## config.mk

```make
export PLATFORM = sky130hd
export DESIGN_NAME = instr_fetch
export DESIGN_NICKNAME = d
export VERILOG_FILES = /design/src/rtl/fetch_pkg.sv /design/src/rtl/fetch_slot.sv /design/src/rtl/instr_fetch.sv
export SDC_FILE = /design/constraint.sdc
export NUM_CORES = 1
export LEC_CHECK = 0
export CELL_PAD_IN_SITES_DETAIL_PLACEMENT = 0
export CELL_PAD_IN_SITES_GLOBAL_PLACEMENT = 1
export CORE_UTILIZATION = 25
export CTS_BUF_LIST = sky130_fd_sc_hd__clkbuf_8
export DETAILED_ROUTE_END_ITERATION = 10
export GPL_TIMING_DRIVEN = 0
export PLACE_DENSITY_LB_ADDON = 0.1
export REMOVE_ABC_BUFFERS = 1
export SLEW_MARGIN = 0
export SYNTH_ARGS = -nofsm -noshare
export SYNTH_HDL_FRONTEND = slang
export SYNTH_HIERARCHICAL = 1
export SYNTH_SLANG_ARGS = --single-unit
```

## constraint.sdc

```tcl
create_clock -name CLK -period 2.65 [get_ports CLK]
set_clock_uncertainty 0.15 [all_clocks]
set_input_delay 0.795 -clock CLK [delete_from_list [all_inputs] [get_ports CLK]]
set_output_delay 0.795 -clock CLK [all_outputs]
set_load 0.01 [all_outputs]
```

## src/rtl/fetch_pkg.sv

```systemverilog
`default_nettype none
// +----------------------------------------------------------------------------+
// | fetch_pkg: shared widths, reset PC and FSM state type for the fetch unit   |
// | Revision: 1.0                                                              |
// +----------------------------------------------------------------------------+
package fetch_pkg;

  localparam int ADDR_W  = 8;
  localparam int INSTR_W = 16;

  // PC register reset value; the first +2 step lands the first fetch on 0x00.
  localparam logic [ADDR_W-1:0] PC_RESET = 8'hFE;

  typedef enum logic [1:0] {
    IDLE     = 2'd0,
    FETCH_HI = 2'd1,
    FETCH_LO = 2'd2
  } fetch_state_t;

endpackage
`default_nettype wire

```

## src/rtl/fetch_slot.sv

```systemverilog
`default_nettype none
// +----------------------------------------------------------------------------+
// | fetch_slot: one-entry {instr, pc, valid} holding register, clear over load |
// | Revision: 1.0                                                              |
// +----------------------------------------------------------------------------+
module fetch_slot #(
  parameter int ADDR_W  = fetch_pkg::ADDR_W,
  parameter int INSTR_W = fetch_pkg::INSTR_W
) (
  input  logic               clk,
  input  logic               rst,
  input  logic               i_load,
  input  logic               i_clear,
  input  logic [INSTR_W-1:0] i_instr,
  input  logic [ADDR_W-1:0]  i_pc,
  output logic [INSTR_W-1:0] o_instr,
  output logic [ADDR_W-1:0]  o_pc,
  output logic               o_valid
);

  logic [INSTR_W-1:0] instr_q, instr_d;
  logic [ADDR_W-1:0]  pc_q, pc_d;
  logic               valid_q, valid_d;

  // Clear only drops valid; stale data is harmless while invalid.
  always_comb begin
    instr_d = instr_q;
    pc_d    = pc_q;
    valid_d = valid_q;
    if (i_clear) begin
      valid_d = 1'b0;
    end else if (i_load) begin
      instr_d = i_instr;
      pc_d    = i_pc;
      valid_d = 1'b1;
    end
  end

  always_ff @(posedge clk or posedge rst) begin
    if (rst) begin
      instr_q <= '0;
      pc_q    <= '0;
      valid_q <= 1'b0;
    end else begin
      instr_q <= instr_d;
      pc_q    <= pc_d;
      valid_q <= valid_d;
    end
  end

  assign o_instr = instr_q;
  assign o_pc    = pc_q;
  assign o_valid = valid_q;

endmodule
`default_nettype wire

```

## src/rtl/instr_fetch.sv

```systemverilog
`default_nettype none
// +----------------------------------------------------------------------------+
// | instr_fetch: two-byte instruction fetch from byte memory, valid/ready out  |
// | Option: INSTR_FETCH_PREFETCH_EN adds a one-entry prefetch slot             |
// | Revision: 1.0                                                              |
// +----------------------------------------------------------------------------+
module instr_fetch #(
  parameter int ADDR_W  = fetch_pkg::ADDR_W,
  parameter int INSTR_W = fetch_pkg::INSTR_W
) (
  input  logic               CLK,
  input  logic               RESET,
  input  logic [ADDR_W-1:0]  PC_in,
  input  logic               EN_L,
  input  logic               FLUSH,
  output logic               MEM_REQ,
  output logic [ADDR_W-1:0]  MEM_ADDR,
  input  logic               MEM_ACK,
  input  logic [7:0]         MEM_RDATA,
  output logic [INSTR_W-1:0] IR_OUT,
  output logic [ADDR_W-1:0]  IR_PC,
  output logic               IR_VALID,
  input  logic               IR_READY,
  output logic               PC_ADV_L,
  output logic               MISALIGN
);

  import fetch_pkg::*;

  localparam logic [ADDR_W-1:0] c_one = {{(ADDR_W-1){1'b0}}, 1'b1};

  fetch_state_t      state_q, state_d;
  logic [ADDR_W-1:0] pc_q, pc_d;
  logic [ADDR_W-1:0] addr_q, addr_d;
  logic [7:0]        hi_q, hi_d;
  logic              req_q, req_d;
  logic              adv_l_q, adv_l_d;
  logic              misalign_q, misalign_d;
  logic              discard_q, discard_d;

  logic               w_xfer, w_fill, w_start, w_slot_free;
  logic               w_out_load, w_out_clear;
  logic [INSTR_W-1:0] w_fill_instr, w_out_instr;
  logic [ADDR_W-1:0]  w_out_pc;

  assign w_xfer       = IR_VALID && IR_READY;
  assign w_fill       = (state_q == FETCH_LO) && MEM_ACK && !discard_q && !FLUSH;
  assign w_start      = !EN_L && !FLUSH && w_slot_free && !PC_in[0];
  assign w_fill_instr = {hi_q, MEM_RDATA};

`ifdef INSTR_FETCH_PREFETCH_EN
  logic               w_pf_load, w_pf_clear, w_pf_valid;
  logic [INSTR_W-1:0] w_pf_instr;
  logic [ADDR_W-1:0]  w_pf_pc;

  // A fetch only starts with the prefetch slot empty, so a fill never meets a full slot.
  assign w_slot_free = !w_pf_valid || w_xfer;
  assign w_pf_load   = w_fill && IR_VALID && !w_xfer;
  assign w_pf_clear  = FLUSH || (w_xfer && w_pf_valid);
  assign w_out_load  = !FLUSH && ((w_xfer && w_pf_valid) || (w_fill && (!IR_VALID || w_xfer)));
  assign w_out_instr = w_pf_valid ? w_pf_instr : w_fill_instr;
  assign w_out_pc    = w_pf_valid ? w_pf_pc : pc_q;

  fetch_slot #(.ADDR_W(ADDR_W), .INSTR_W(INSTR_W)) u_pf_slot (
    .clk     (CLK),
    .rst     (RESET),
    .i_load  (w_pf_load),
    .i_clear (w_pf_clear),
    .i_instr (w_fill_instr),
    .i_pc    (pc_q),
    .o_instr (w_pf_instr),
    .o_pc    (w_pf_pc),
    .o_valid (w_pf_valid)
  );
`else
  assign w_slot_free = !IR_VALID || w_xfer;
  assign w_out_load  = w_fill;
  assign w_out_instr = w_fill_instr;
  assign w_out_pc    = pc_q;
`endif

  assign w_out_clear = FLUSH || (w_xfer && !w_out_load);

  fetch_slot #(.ADDR_W(ADDR_W), .INSTR_W(INSTR_W)) u_out_slot (
    .clk     (CLK),
    .rst     (RESET),
    .i_load  (w_out_load),
    .i_clear (w_out_clear),
    .i_instr (w_out_instr),
    .i_pc    (w_out_pc),
    .o_instr (IR_OUT),
    .o_pc    (IR_PC),
    .o_valid (IR_VALID)
  );

  always_comb begin
    state_d    = state_q;
    pc_d       = pc_q;
    addr_d     = addr_q;
    hi_d       = hi_q;
    req_d      = req_q;
    adv_l_d    = 1'b1;
    misalign_d = misalign_q;
    discard_d  = discard_q;
    case (state_q)
      IDLE: begin
        if (!EN_L && PC_in[0]) misalign_d = 1'b1;
        if (w_start) begin
          state_d = FETCH_HI;
          pc_d    = PC_in;
          addr_d  = PC_in;
          req_d   = 1'b1;
        end
      end
      FETCH_HI: begin
        if (FLUSH) discard_d = 1'b1;
        if (MEM_ACK) begin
          hi_d    = MEM_RDATA;
          addr_d  = pc_q + c_one;
          state_d = FETCH_LO;
        end
      end
      FETCH_LO: begin
        if (FLUSH) discard_d = 1'b1;
        // Discarded data returns to IDLE without advancing the PC.
        if (MEM_ACK) begin
          req_d     = 1'b0;
          discard_d = 1'b0;
          adv_l_d   = !w_fill;
          state_d   = IDLE;
        end
      end
      default: state_d = IDLE;
    endcase
  end

  always_ff @(posedge CLK or posedge RESET) begin
    if (RESET) begin
      state_q    <= IDLE;
      pc_q       <= '0;
      addr_q     <= '0;
      hi_q       <= '0;
      req_q      <= 1'b0;
      adv_l_q    <= 1'b1;
      misalign_q <= 1'b0;
      discard_q  <= 1'b0;
    end else begin
      state_q    <= state_d;
      pc_q       <= pc_d;
      addr_q     <= addr_d;
      hi_q       <= hi_d;
      req_q      <= req_d;
      adv_l_q    <= adv_l_d;
      misalign_q <= misalign_d;
      discard_q  <= discard_d;
    end
  end

  assign MEM_REQ  = req_q;
  assign MEM_ADDR = addr_q;
  assign PC_ADV_L = adv_l_q;
  assign MISALIGN = misalign_q;

endmodule
`default_nettype wire

```

==> metrics.md, run 1 <==
| Metric | Value |
|---|---|
| Maximum capacitance violations | `0` |
| Total CTS buffers | `5` |
| Unrepaired setup endpoints after global routing | `no` |
| Number of distinct library cells after synthesis | `38` |
| Layout cell share with drive strength beyond 1 | `27.5%` |
| Cells along the critical path | `clkdlybuf4s50_1, o41ai_4, nand2_2, a221o_1` |
| Most frequent cells in the layout | `clkdlybuf4s50_1, dfrtp_1, mux2_2` |
| Vias per std cell | `4.16` |
| Clock tree from TritonCTS | `done` |
| Sequential share of power | `43.0%` |
| Element type at the critical path end | `register` |
| Wire length of the first global-routing pass | `8950 um` |
| Floorplan die height | `102 um` |
| Largest net degree at the start of global routing | `26` |
| Placement Rows | `36` |
| Share of the synthesized area in the top cell type | `53.7%` |
| Number of warnings reported in the yosys synthesis log | `6` |
| Fraction of the mapped netlist area in compound gates | `5.71%` |
| CP peak stage delay | `0.64 ns` |
| Estimated wirelength of the detail-placed design | `3720 um` |
| Count of mapped cells out of synthesis | `176` |
| Peak ir drop on the vdd network | `0.435 mV` |
| Post-synthesis to final-layout area growth | `34.0%` |
| Average detailed-routed wire length per instance | `14.8 um` |
| Psw | `1.05 mW` |
| Internal power of the cells | `2.22 mW` |
| First-pass iteration count of the detailed router | `4` |
| Clock latency reported for the late side of the worst-skew pair | `0.31 ns` |
| Post-Syn Area | `2520 um^2` |
| Area enclosed by the die boundary | `10,500 um^2` |
| Setup crit start kind | `primary input` |
| Flops & latches, synth | `55` |
| Slowest cell on the critical path | `o41ai_4` |
| Commonest non-fill, non-tap cell in the layout | `clkdlybuf4s50_1` |
| Worst-path maximum fanout | `8` |
| Total power density per cell area | `970 nW/um^2` |
| Leading area contributor after synthesis | `dfrtp_1` |
| Minimum hold slack | `0.317 ns` |
| Post-Synth Simple-Gate Area | `6.86%` |
| Global route total overflow | `0` |
| CTS root buf | `clkbuf_8` |
| Nets | `267` |
| Starting Density | `25.8%` |
| Final count of hold timing violations | `0` |
| Cts-stage hold buffer count | `0` |
| Final slew viol count | `0` |
| Power share of the combinational group | `42.4%` |
| F_max | `387 MHz` |
| Width of the die | `102 um` |
| Final WL | `5530 um` |
| Total power after layout | `3.27 mW` |
| Post-synthesis mux area share | `24.4%` |
| Reg clk slew, reported paths | `0.10 ns` |
| Antenna Cells | `0` |
| Worst endpoint data arrival time | `2.63 ns` |
| GR Util All Layers | `11.5%` |
| Tcrit/Tclk final | `97.4%` |
| Number of antenna violations at the first check in global routing | `0` |
| Clock Sink Count | `55` |
| Headroom to the max-slew limit | `33.3%` |
| Worst Path Required | `2.70 ns` |
| Final critical path time including I/O delays and setup | `2.58 ns` |
| Dominant cells by area after synthesis | `dfrtp_1, mux2_2, mux2_4, ha_1, buf_12` |
| Routability cong. | `0.674` |
| Post-route DRC violation count | `0` |
| Part of the total power dissipated in the clock network | `14.7%` |
| Total leakage power | `1.45 nW` |
| Top Family by Delay on Critical Path | `compound AO/OA/AOI/OAI gates` |
| Post-synthesis share of cell area spent on xor and xnor gates | `1.39%` |
| Count of H-tree levels built during CTS | `2` |
| Total vias in the final route | `1,552` |
| Clock Tree Buf Depth | `2` |
| Antenna Nets Post-Route | `0` |
| Vias in the first global route | `1,653` |
| Setup violators final | `0` |
| Seq/Total Area, Yosys | `54.7%` |
| Classification of the worst-slack hold path | `register to register` |
| Adder-cell share of the synthesized area | `2.98%` |
| Post-route setup TNS | `0 ns` |
| Result of the run | `finished, final reports clean` |
| Worst-Margin Slew | `1.00 ns` |
| CORE AREA | `9770 um^2` |
| Number of DRC markers after the initial detailed-route iteration | `46` |
| Top-level port count | `58` |
| Type of the worst setup path | `primary input to register` |
| Average cell area after synthesis | `14.3 um^2` |
| Count of buffers inserted at the top-level ports | `57` |
| Switch share | `32.0%` |
| Crit path buffers/inverters | `1` |
| Combinational family with the most area after synthesis | `multiplexers` |
-- what timing repair did --
item	4_1_cts	5_1_grt
hold endpoints to repair	0	0
gates resized for setup	4	0
setup endpoints to repair	30	0
setup buffers	3	0
-- flip-flops by register name (all words and copies together), names as in the netlist --
register	count
MEM_REQ	1
hi_q	8
u_out_slot/o_valid	1
PC_ADV_L	1
state_q	2
MEM_ADDR	8
u_out_slot/o_instr	16
MISALIGN	1
discard_q	1
u_out_slot/o_pc	8
pc_q	8
-- final timing paths --
| check | slack, ns | cells after the start | from | end |
|---|---|---|---|---|
| min in group asynchronous | 0.74 | 2 | RESET | hi_q[4] |
| max reg2reg | 0.21 | 8 | state_q[0] | u_out_slot/o_pc[3] |
| max | 0.07 | 4 | PC_in[0] | MEM_ADDR[5] |
| min reg2reg | 0.32 | 1 | MISALIGN | MISALIGN |
| min | 0.32 | 1 | MISALIGN | MISALIGN |
| max in group asynchronous | 0.84 | 2 | RESET | u_out_slot/o_pc[5] |
-- cells in the mapped netlist --
library cell  number
a21boi_0           1
a21o_1             1
a21oi_1            5
a221o_1            1
a311o_1            1
a31o_2             1
a31oi_1            2
a32o_1             1
and2_1             1
and3_1             1
buf_1              1
buf_12             2
buf_6              2
clkbuf_1           1
dfrtp_1           54
dfstp_2            1
ha_1               6
inv_1              8
mux2_2            27
mux2_4            20
mux2i_1            1
nand2_1            5
nand2_2            1
nand2b_1           1
nand3_1            5
nand4_1            1
nor2_1             7
nor2b_1            2
nor2b_2            1
nor2b_4            1
nor3b_1            1
o21ai_0            3
o21ba_1            1
o41ai_4            1
or3_1              3
or4b_1             1
xnor2_1            1
xor2_1             3
-- kinds of logic (layout without fill, tap and decap cells) --
family | after synthesis | in the layout
DFF | 55 | 55
muxes | 48 | 48
and+or+nand+nor | 31 | 32
AOI/OAI and AO/OA | 18 | 18
buffers and inverters | 14 | 77
adders and majority gates | 6 | 6
xor gates and xnor gates | 4 | 4
-- worst reg2reg max path, stage by stage, from the launching register on --
cell and delay (ns):
dfrtp_1 0.42, inv_1 0.12, ha_1 0.25, nand2_1 0.06, or3_1 0.35, a31o_2 0.33, nor2b_4 0.14, buf_12 0.16
mux2_2 0.35
-- final cells by class --
| cell class | count | area, um^2 |
|---|---|---|
| fillers | 983 | 6400 |
| clock buffers | 5 | 68.8 |
| repair buffers | 61 | 656 |
| clock inverters | 3 | 20.0 |
| multi-input cells | 108 | 1060 |
| flip-flops and latches | 55 | 1380 |
| inverters | 8 | 30.0 |
| well taps | 133 | 166 |
-- routing by layer --
layer	vias to the layer above	GRT usage, %	part of all wire (%)	wire, um
met2	36	18.2	48	2660
met5	-	0	0	0
met1	772	15.6	47	2580
li1	742	-	-	-
met4	0	3.63	0.72	40
met3	2	2.60	4.5	247
-- power groups by stage --
stage / Sequential (mW) / Clock [mW] / Combinational [mW]
4_1_cts: 1.42 / 0.514 / 1.41
3_5_place_dp: 1.43 / 0 / 1.40
2_1_floorplan: 1.47 / 0 / 0.730
3_3_place_gp: 1.43 / 0 / 1.38
5_1_grt: 1.46 / 0.546 / 1.52
6_report: 1.41 / 0.480 / 1.39
-- per-stage QoR --
step | utilization (%) | instance area (um^2) | instances | worst slack [ns]
6_report | 34.5 | 3380 | 373 | 0.0676
3_3_place_gp | 32.6 | 3190 | 360 | -0.908
4_1_cts | 34.5 | 3380 | 373 | 0.0535
2_1_floorplan | - | 2450 | 170 | -0.0530
5_1_grt | 34.5 | 3380 | 373 | 0.00685
3_5_place_dp | 32.9 | 3210 | 361 | -0.922
No activity file was read; power rests on OpenSTA's default activity.
==> inputs of run 2 (changes only) <==
--- a/config.mk
+++ b/config.mk
@@ -9,6 +9,7 @@
 export CELL_PAD_IN_SITES_GLOBAL_PLACEMENT = 1
 export CORE_UTILIZATION = 25
 export CTS_BUF_LIST = sky130_fd_sc_hd__clkbuf_8
+export CTS_CLUSTER_SIZE = 30
 export DETAILED_ROUTE_END_ITERATION = 10
 export GPL_TIMING_DRIVEN = 0
 export PLACE_DENSITY_LB_ADDON = 0.1
==> results of run 2 <==
The final DEF is identical to that of run 1; final timing and power are the same.
==> inputs of run 3 (changes only) <==
--- a/config.mk
+++ b/config.mk
@@ -5,6 +5,7 @@
 export SDC_FILE = /design/constraint.sdc
 export NUM_CORES = 1
 export LEC_CHECK = 0
+export CAP_MARGIN = 5
 export CELL_PAD_IN_SITES_DETAIL_PLACEMENT = 0
 export CELL_PAD_IN_SITES_GLOBAL_PLACEMENT = 1
 export CORE_UTILIZATION = 25
==> results of run 3 <==
The final DEF is identical to that of run 1; final timing and power are the same.
